<file path="src/rtl/freq_synth.sv">
// Frequency synthesiser: a phase accumulator adds the current increment every
// cycle and emits a one-cycle ce pulse on each carry. The applied increment
// either jumps to a new target at once or slews towards it in bounded steps on
// a periodic tick, and the block reports whether it is slewing or locked.
//
// ACC_WIDTH must be greater than WIDTH so the increment fits inside the
// accumulator. WIDTH is assumed to be below 32.

module freq_synth #(
   parameter int unsigned WIDTH     = 12,
   parameter int unsigned ACC_WIDTH = 16,
   parameter int unsigned SLEW_STEP = 0,
   parameter int unsigned SLEW_LOG  = 4
) (
   input  logic             clk,
   input  logic             rst,
   input  logic             en,
   input  logic             set,
   input  logic [WIDTH-1:0] din,
   output logic             ce,
   output logic [WIDTH-1:0] cur,
   output logic             locked,
   output logic             busy
);

   typedef enum logic [1:0] {
      IDLE,
      SLEW,
      LOCK
   } state_t;

   // A step larger than the whole increment range behaves like the range itself.
   localparam int unsigned STEP_MAX = (32'd1 << WIDTH) - 32'd1;
   localparam int unsigned STEP_SAT = (SLEW_STEP > STEP_MAX) ? STEP_MAX : SLEW_STEP;
   localparam logic [WIDTH-1:0] STEP_V = WIDTH'(STEP_SAT);

   // A zero-length tick period still needs a one-bit counter to exist.
   localparam int unsigned TICK_W = (SLEW_LOG == 0) ? 1 : SLEW_LOG;

   state_t               state;
   state_t               state_next;
   logic [WIDTH-1:0]     target;
   logic [ACC_WIDTH-1:0] acc;
   logic [TICK_W-1:0]    tick;

   logic                 running;
   logic                 tick_wrap;
   logic [ACC_WIDTH:0]   sum;
   logic                 step_up;
   logic [WIDTH-1:0]     step_mag;
   logic [WIDTH-1:0]     step_delta;
   logic [WIDTH-1:0]     cur_step;
   logic [WIDTH-1:0]     cur_next;

   // The accumulator only advances once the block has left IDLE and en is still high.
   assign running   = (state != IDLE) && en;
   assign tick_wrap = (SLEW_LOG == 0) ? 1'b1 : (&tick);

   // Accumulator sum with the carry kept in the top bit.
   always_comb begin
      sum = {1'b0, acc} + (ACC_WIDTH + 1)'(cur);
   end

   // One bounded slew step towards the target; the step never exceeds the gap,
   // so cur cannot overshoot or wrap past either end of its range.
   always_comb begin
      step_up    = (target > cur);
      step_mag   = step_up ? (target - cur) : (cur - target);
      step_delta = (step_mag < STEP_V) ? step_mag : STEP_V;
      cur_step   = step_up ? (cur + step_delta) : (cur - step_delta);
   end

   // Choose the next applied increment: immediate load or a step on each tick.
   always_comb begin
      cur_next = cur;
      if (running && (cur != target)) begin
         if (SLEW_STEP == 0) begin
            cur_next = target;
         end else if (tick_wrap) begin
            cur_next = cur_step;
         end
      end
   end

   // Next state depends only on en and whether cur has caught up with target.
   always_comb begin
      state_next = IDLE;
      if (en) begin
         state_next = (cur == target) ? LOCK : SLEW;
      end
   end

   // State register.
   always_ff @(posedge clk) begin
      if (rst) begin
         state <= IDLE;
      end else begin
         state <= state_next;
      end
   end

   // Target, increment, accumulator, tick counter and registered outputs.
   always_ff @(posedge clk) begin
      if (rst) begin
         target <= '0;
         cur    <= '0;
         acc    <= '0;
         tick   <= '0;
         ce     <= 1'b0;
         locked <= 1'b0;
         busy   <= 1'b0;
      end else begin
         if (set) begin
            target <= din;
         end
         cur <= cur_next;
         if (running) begin
            acc  <= sum[ACC_WIDTH-1:0];
            ce   <= sum[ACC_WIDTH];
            tick <= tick + 1'b1;
         end else begin
            acc  <= '0;
            ce   <= 1'b0;
            tick <= '0;
         end
         locked <= (state_next == LOCK);
         busy   <= (state_next == SLEW);
      end
   end

endmodule

</file>
<file path="config.mk">
export PLATFORM = sky130hd
export DESIGN_NAME = freq_synth
export DESIGN_NICKNAME = d
export VERILOG_FILES = /design/src/rtl/freq_synth.sv
export SDC_FILE = /design/constraint.sdc
export NUM_CORES = 1
export LEC_CHECK = 0
export ABC_AREA = 1
export CORE_ASPECT_RATIO = 2
export CORE_MARGIN = 2
export CORE_UTILIZATION = 45
export CTS_BUF_LIST = sky130_fd_sc_hd__clkbuf_8
export DETAILED_ROUTE_END_ITERATION = 8
export GPL_TIMING_DRIVEN = 1
export PLACE_DENSITY = 0.67
export SLEW_MARGIN = 10
export SYNTH_ARGS = -nofsm -noshare
export SYNTH_HDL_FRONTEND = slang
export SYNTH_SLANG_ARGS = --single-unit
</file>
<file path="constraint.sdc">
create_clock -name clk -period 4.3 [get_ports clk]
set_input_delay 0.86 -clock clk [delete_from_list [all_inputs] [get_ports clk]]
set_output_delay 0.86 -clock clk [all_outputs]
set_load 0.05 [all_outputs]
</file>
==> qor.log <==
[placement] Setup Slack @ Placement 1.48 ns
[clock_network] clock tree from TritonCTS yes
[logic_synthesis] largest cells by area after synthesis sky130_fd_sc_hd__dfxtp_1, sky130_fd_sc_hd__nand2_1, sky130_fd_sc_hd__a21oi_1
[cells_and_area] area occupied by multi-input gates 0.00125 mm^2
[setup_path] crit-path max cell delay 0.48 ns
[placement] post-DP HPWL 4.16 mm
[clock_network] CTS max path bufs 2
[routing] DR WL/cell 12.4 um
[min_path] path class of the lowest-slack min-delay path reg2reg
[global_routing] routing usage on met3 0.0323
[timing] clock skew after layout 0.00334 ns
[timing] maximum frequency from static timing analysis 400 MHz
[cells_and_area] fill cell instance count of the final layout 513
[routing] Remaining DRCs 0
[logic_synthesis] number of distinct library cells after synthesis 27
[clock_network] CTS buffer count 5
[setup_path] endpoint arrival time on the critical path 2.73 ns
[routing] post-detailed-routing wire length 5.36 mm
[logic_synthesis] fraction of post-synthesis cell area in the top cell type by area 0.366
[setup_path] worst reg2reg path endpoint acc[10]$_SDFF_PP0_
[timing] total negative slack for setup checks 0 ns
[pwr] worst supply voltage drop on vdd 190 uV
[logic_synthesis] cell taking the most area after synthesis sky130_fd_sc_hd__dfxtp_1
[die] core outline area 0.00509 mm^2
[routing] vias per inst 5.02
[logic_synthesis] ranking of synthesized cells by instance count sky130_fd_sc_hd__nand2_1, sky130_fd_sc_hd__a21oi_1, sky130_fd_sc_hd__dfxtp_1, sky130_fd_sc_hd__inv_1, sky130_fd_sc_hd__nor2_1
[timing] Hold WS 0.483 ns
[die] Die X 55.1 um
[setup_path] library cell contributing the largest single delay on the critical path sky130_fd_sc_hd__clkdlybuf4s50_1
[setup_path] logic depth of the worst register-to-register path 10
[cells_and_area] final design instance area without fill 0.00276 mm^2
[logic_synthesis] cell count after synthesis 346
[logic_synthesis] number of enable-type register cells in the synthesized netlist 0
[pwr] total power 828 uW
[setup_path] number of buffers and inverters on the critical path 3
[pwr] P_leak 0.00128 uW
[setup_path] cell seen most often among critical-path stages sky130_fd_sc_hd__inv_1
[timing] setup violators final 0
[routing] First-pass DRT Iterations 4
[setup_path] largest fanout on the critical path 25
[setup_path] worst-case register-to-register setup slack 2.37 ns
[die] Die H 106 um
[die] number of placement rows 37
[cells_and_area] Total Nets Final 404
[logic_synthesis] Mean Syn Cell Area 6.80 um^2
[setup_path] nature of the critical path startpoint input pin
[setup_path] cell family contributing the most delay on the critical path buffers and inverters
[clock_network] Clk pin slew, worst setup/hold paths 0.08 ns
[global_routing] total overflow reported by the global router 0
[timing] final worst setup slack 1.80 ns
[cells_and_area] Antenna diodes 0
[global_routing] number of global-route vias before repair 2082
[routing] initial drt markers 47
[clock_network] number of levels the H-tree was split into 2
[global_routing] global-route wire length before repair 8.87 mm
[cells_and_area] area grow syn2layout 17.1%
[cells_and_area] fraction of final layout cells with drive strength greater than 1 0.0560
[clock_network] Post CTS Setup Buffer Count 0
[setup_path] critical path type in2reg
[clock_network] clock sink total 43
[global_routing] GRT Util Overall 0.206
[setup_path] worst reg2reg startpoint cur[0]$_SDFFE_PP0P_
[logic_synthesis] net count after synthesis 375
[global_routing] initial antenna violation count 0
[placement] placed cell area 0.00267 mm^2
[placement] final estimated routing congestion in global placement 0.856
[setup_path] endpoint kind of the worst setup timing path register
[logic_synthesis] top flip-flop cell by instance count after synthesis sky130_fd_sc_hd__dfxtp_1
[die] number of placed I/O pins 31
[setup_path] critical path cell sequence clkdlybuf4s50_1, inv_1, nor2_4, nand2_2, inv_1, o21ai_0, a21oi_1
[timing] unrepaired setup endpoints after global routing false
[logic_synthesis] most numerous cell in the Yosys netlist sky130_fd_sc_hd__nand2_1
[timing] Final Hold Viols 0
[clock_network] CTS root buf sky130_fd_sc_hd__clkbuf_8
[pwr] Pwr Density 300 mW/mm^2
[clock_network] clock latency of the later-clocked register in the worst-skew pair 0.29 ns
[global_routing] global routing's busiest layer met2
[timing] relative slew slack 0.591
[placement] port bufs 30
[global_routing] met2 Use GR 0.386
[logic_synthesis] Mapped Area 0.00235 mm^2
[logic_synthesis] number of register bits inferred by synthesis 43
[cells_and_area] FF/Latch Area 861 um^2
[timing] final worst-path cycle share 0.582
[routing] post-route antenna net violation count 0
[min_path] terminating pin of the worst hold path target[9]$_SDFFE_PP0P_
[logic_synthesis] Warnings, synthesis 0
[clock_network] number of hold buffers added after CTS 0
[die] starting density of the core 0.462
[timing] transition time at the pin with the least slew margin 0.613 ns
[min_path] Cells on Worst Hold Path 2
[flow_run] number of max-cap violations 0
[clock_network] post-cts gate resize count 0
[status] outcome finished clean
[setup_path] critical path data required time 4.52 ns
[logic_synthesis] share of async-settable or async-resettable flops after synthesis 0
[die] die area 0.00586 mm^2
[routing] DR vias 2175
[logic_synthesis] sequential cell area fraction in the yosys report 0.366
[global_routing] fraction of met1 tracks used by global routing 0.203
[global_routing] pin count of the biggest net entering global routing 27
[timing] crit path time final 2.50 ns
[min_path] startpoint of the worst hold path target[9]$_SDFFE_PP0P_
[timing] number of max-slew violations in the final report 0
==> layout by cell type, fill, tap and decap left out <==
| master | instances |
|---|---|
| sky130_fd_sc_hd__nand2_1 | 86 |
| sky130_fd_sc_hd__a21oi_1 | 45 |
| sky130_fd_sc_hd__dfxtp_1 | 43 |
| sky130_fd_sc_hd__inv_1 | 40 |
| sky130_fd_sc_hd__nor2_1 | 38 |
| sky130_fd_sc_hd__clkdlybuf4s50_1 | 30 |
| sky130_fd_sc_hd__nand3_1 | 22 |
| sky130_fd_sc_hd__o21ai_0 | 21 |
| sky130_fd_sc_hd__ha_1 | 12 |
| sky130_fd_sc_hd__inv_2 | 6 |
| sky130_fd_sc_hd__clkbuf_8 | 6 |
| sky130_fd_sc_hd__xnor2_1 | 5 |
| sky130_fd_sc_hd__nor2_2 | 3 |
| sky130_fd_sc_hd__nor3_1 | 3 |
| sky130_fd_sc_hd__nand3b_1 | 2 |
| sky130_fd_sc_hd__and2_1 | 2 |
| sky130_fd_sc_hd__or2_1 | 1 |
| sky130_fd_sc_hd__nor2_4 | 1 |
| sky130_fd_sc_hd__nand2_2 | 1 |
| sky130_fd_sc_hd__o21bai_1 | 1 |
| sky130_fd_sc_hd__o21a_1 | 1 |
| sky130_fd_sc_hd__nor3b_1 | 1 |
| sky130_fd_sc_hd__nand3_4 | 1 |
| sky130_fd_sc_hd__nand3_2 | 1 |
| sky130_fd_sc_hd__fa_1 | 1 |
| sky130_fd_sc_hd__clkinv_2 | 1 |
| sky130_fd_sc_hd__buf_4 | 1 |
==> final cells by class <==
type | instances | area share
multi-input combinational | 248 | 0.455
sequential | 43 | 0.312
timing repair buffer | 31 | 0.112
inverter | 46 | 0.0626
clock buffer | 6 | 0.0300
tap | 58 | 0.0263
clock inverter | 1 | 0.00182
==> registers in the layout (all words and copies together), names as in the netlist <==
name	count
target	12
acc	16
cur	12
state	2
ce	1
==> routing by layer <==
| metal | wire length [um] | share of wire |
|---|---|---|
| met1 | 2040 | 0.38 |
| met5 | 0 | 0 |
| met4 | 170 | 0.032 |
| met3 | 154 | 0.029 |
| met2 | 3000 | 0.56 |
==> power by group <==
part	internal, uW	total [uW]	switching, uW
registers	414	429	14.9
clock network	126	260	134
logic	54.6	139	84.4
total	595	828	233
==> how the worst max path moves through the flow <==
stage                             start                end  slack (ns)  depth (start not counted)
detailed placement                   en  acc[5]$_SDFF_PP0_        1.48                          7
finish                               en  acc[5]$_SDFF_PP0_        1.80                          7
floorplan           cur[0]$_SDFFE_PP0P_  acc[8]$_SDFF_PP0_        2.41                          9
global route                         en  acc[6]$_SDFF_PP0_        1.60                          7
global placement                     en  acc[4]$_SDFF_PP0_        1.53                          7
CTS                                  en  acc[5]$_SDFF_PP0_        1.78                          7
==> per-stage QoR <==
| step | util | instances |
|---|---|---|
| 5_1_grt | 0.541 | 433 |
| 6_report | 0.541 | 433 |
| 3_3_place_gp | 0.524 | 426 |
| 4_1_cts | 0.541 | 433 |
| 2_1_floorplan | - | 346 |
| 3_5_place_dp | 0.524 | 426 |
==> logic make-up after synthesis <==
family | count (synthesis) | synth area share
compound gates | 68 | 0.147
xor+xnor | 5 | 0.0186
fa+ha+maj | 13 | 0.0723
buf+inv | 55 | 0.101
flops | 43 | 0.366
simple gates | 162 | 0.296
==> worst reg2reg max path, cell delays in order (launching register included) <==
cell and delay [ns]:
sky130_fd_sc_hd__dfxtp_1 0.35, sky130_fd_sc_hd__ha_1 0.25, sky130_fd_sc_hd__fa_1 0.39, sky130_fd_sc_hd__nand2_1 0.10, sky130_fd_sc_hd__nand2_1 0.07, sky130_fd_sc_hd__nand3b_1 0.08
sky130_fd_sc_hd__nand2_1 0.09, sky130_fd_sc_hd__a21oi_1 0.31, sky130_fd_sc_hd__nand2_1 0.08, sky130_fd_sc_hd__nand2_1 0.07, sky130_fd_sc_hd__nor2_1 0.05
No activity file was read; power rests on OpenSTA's default activity.
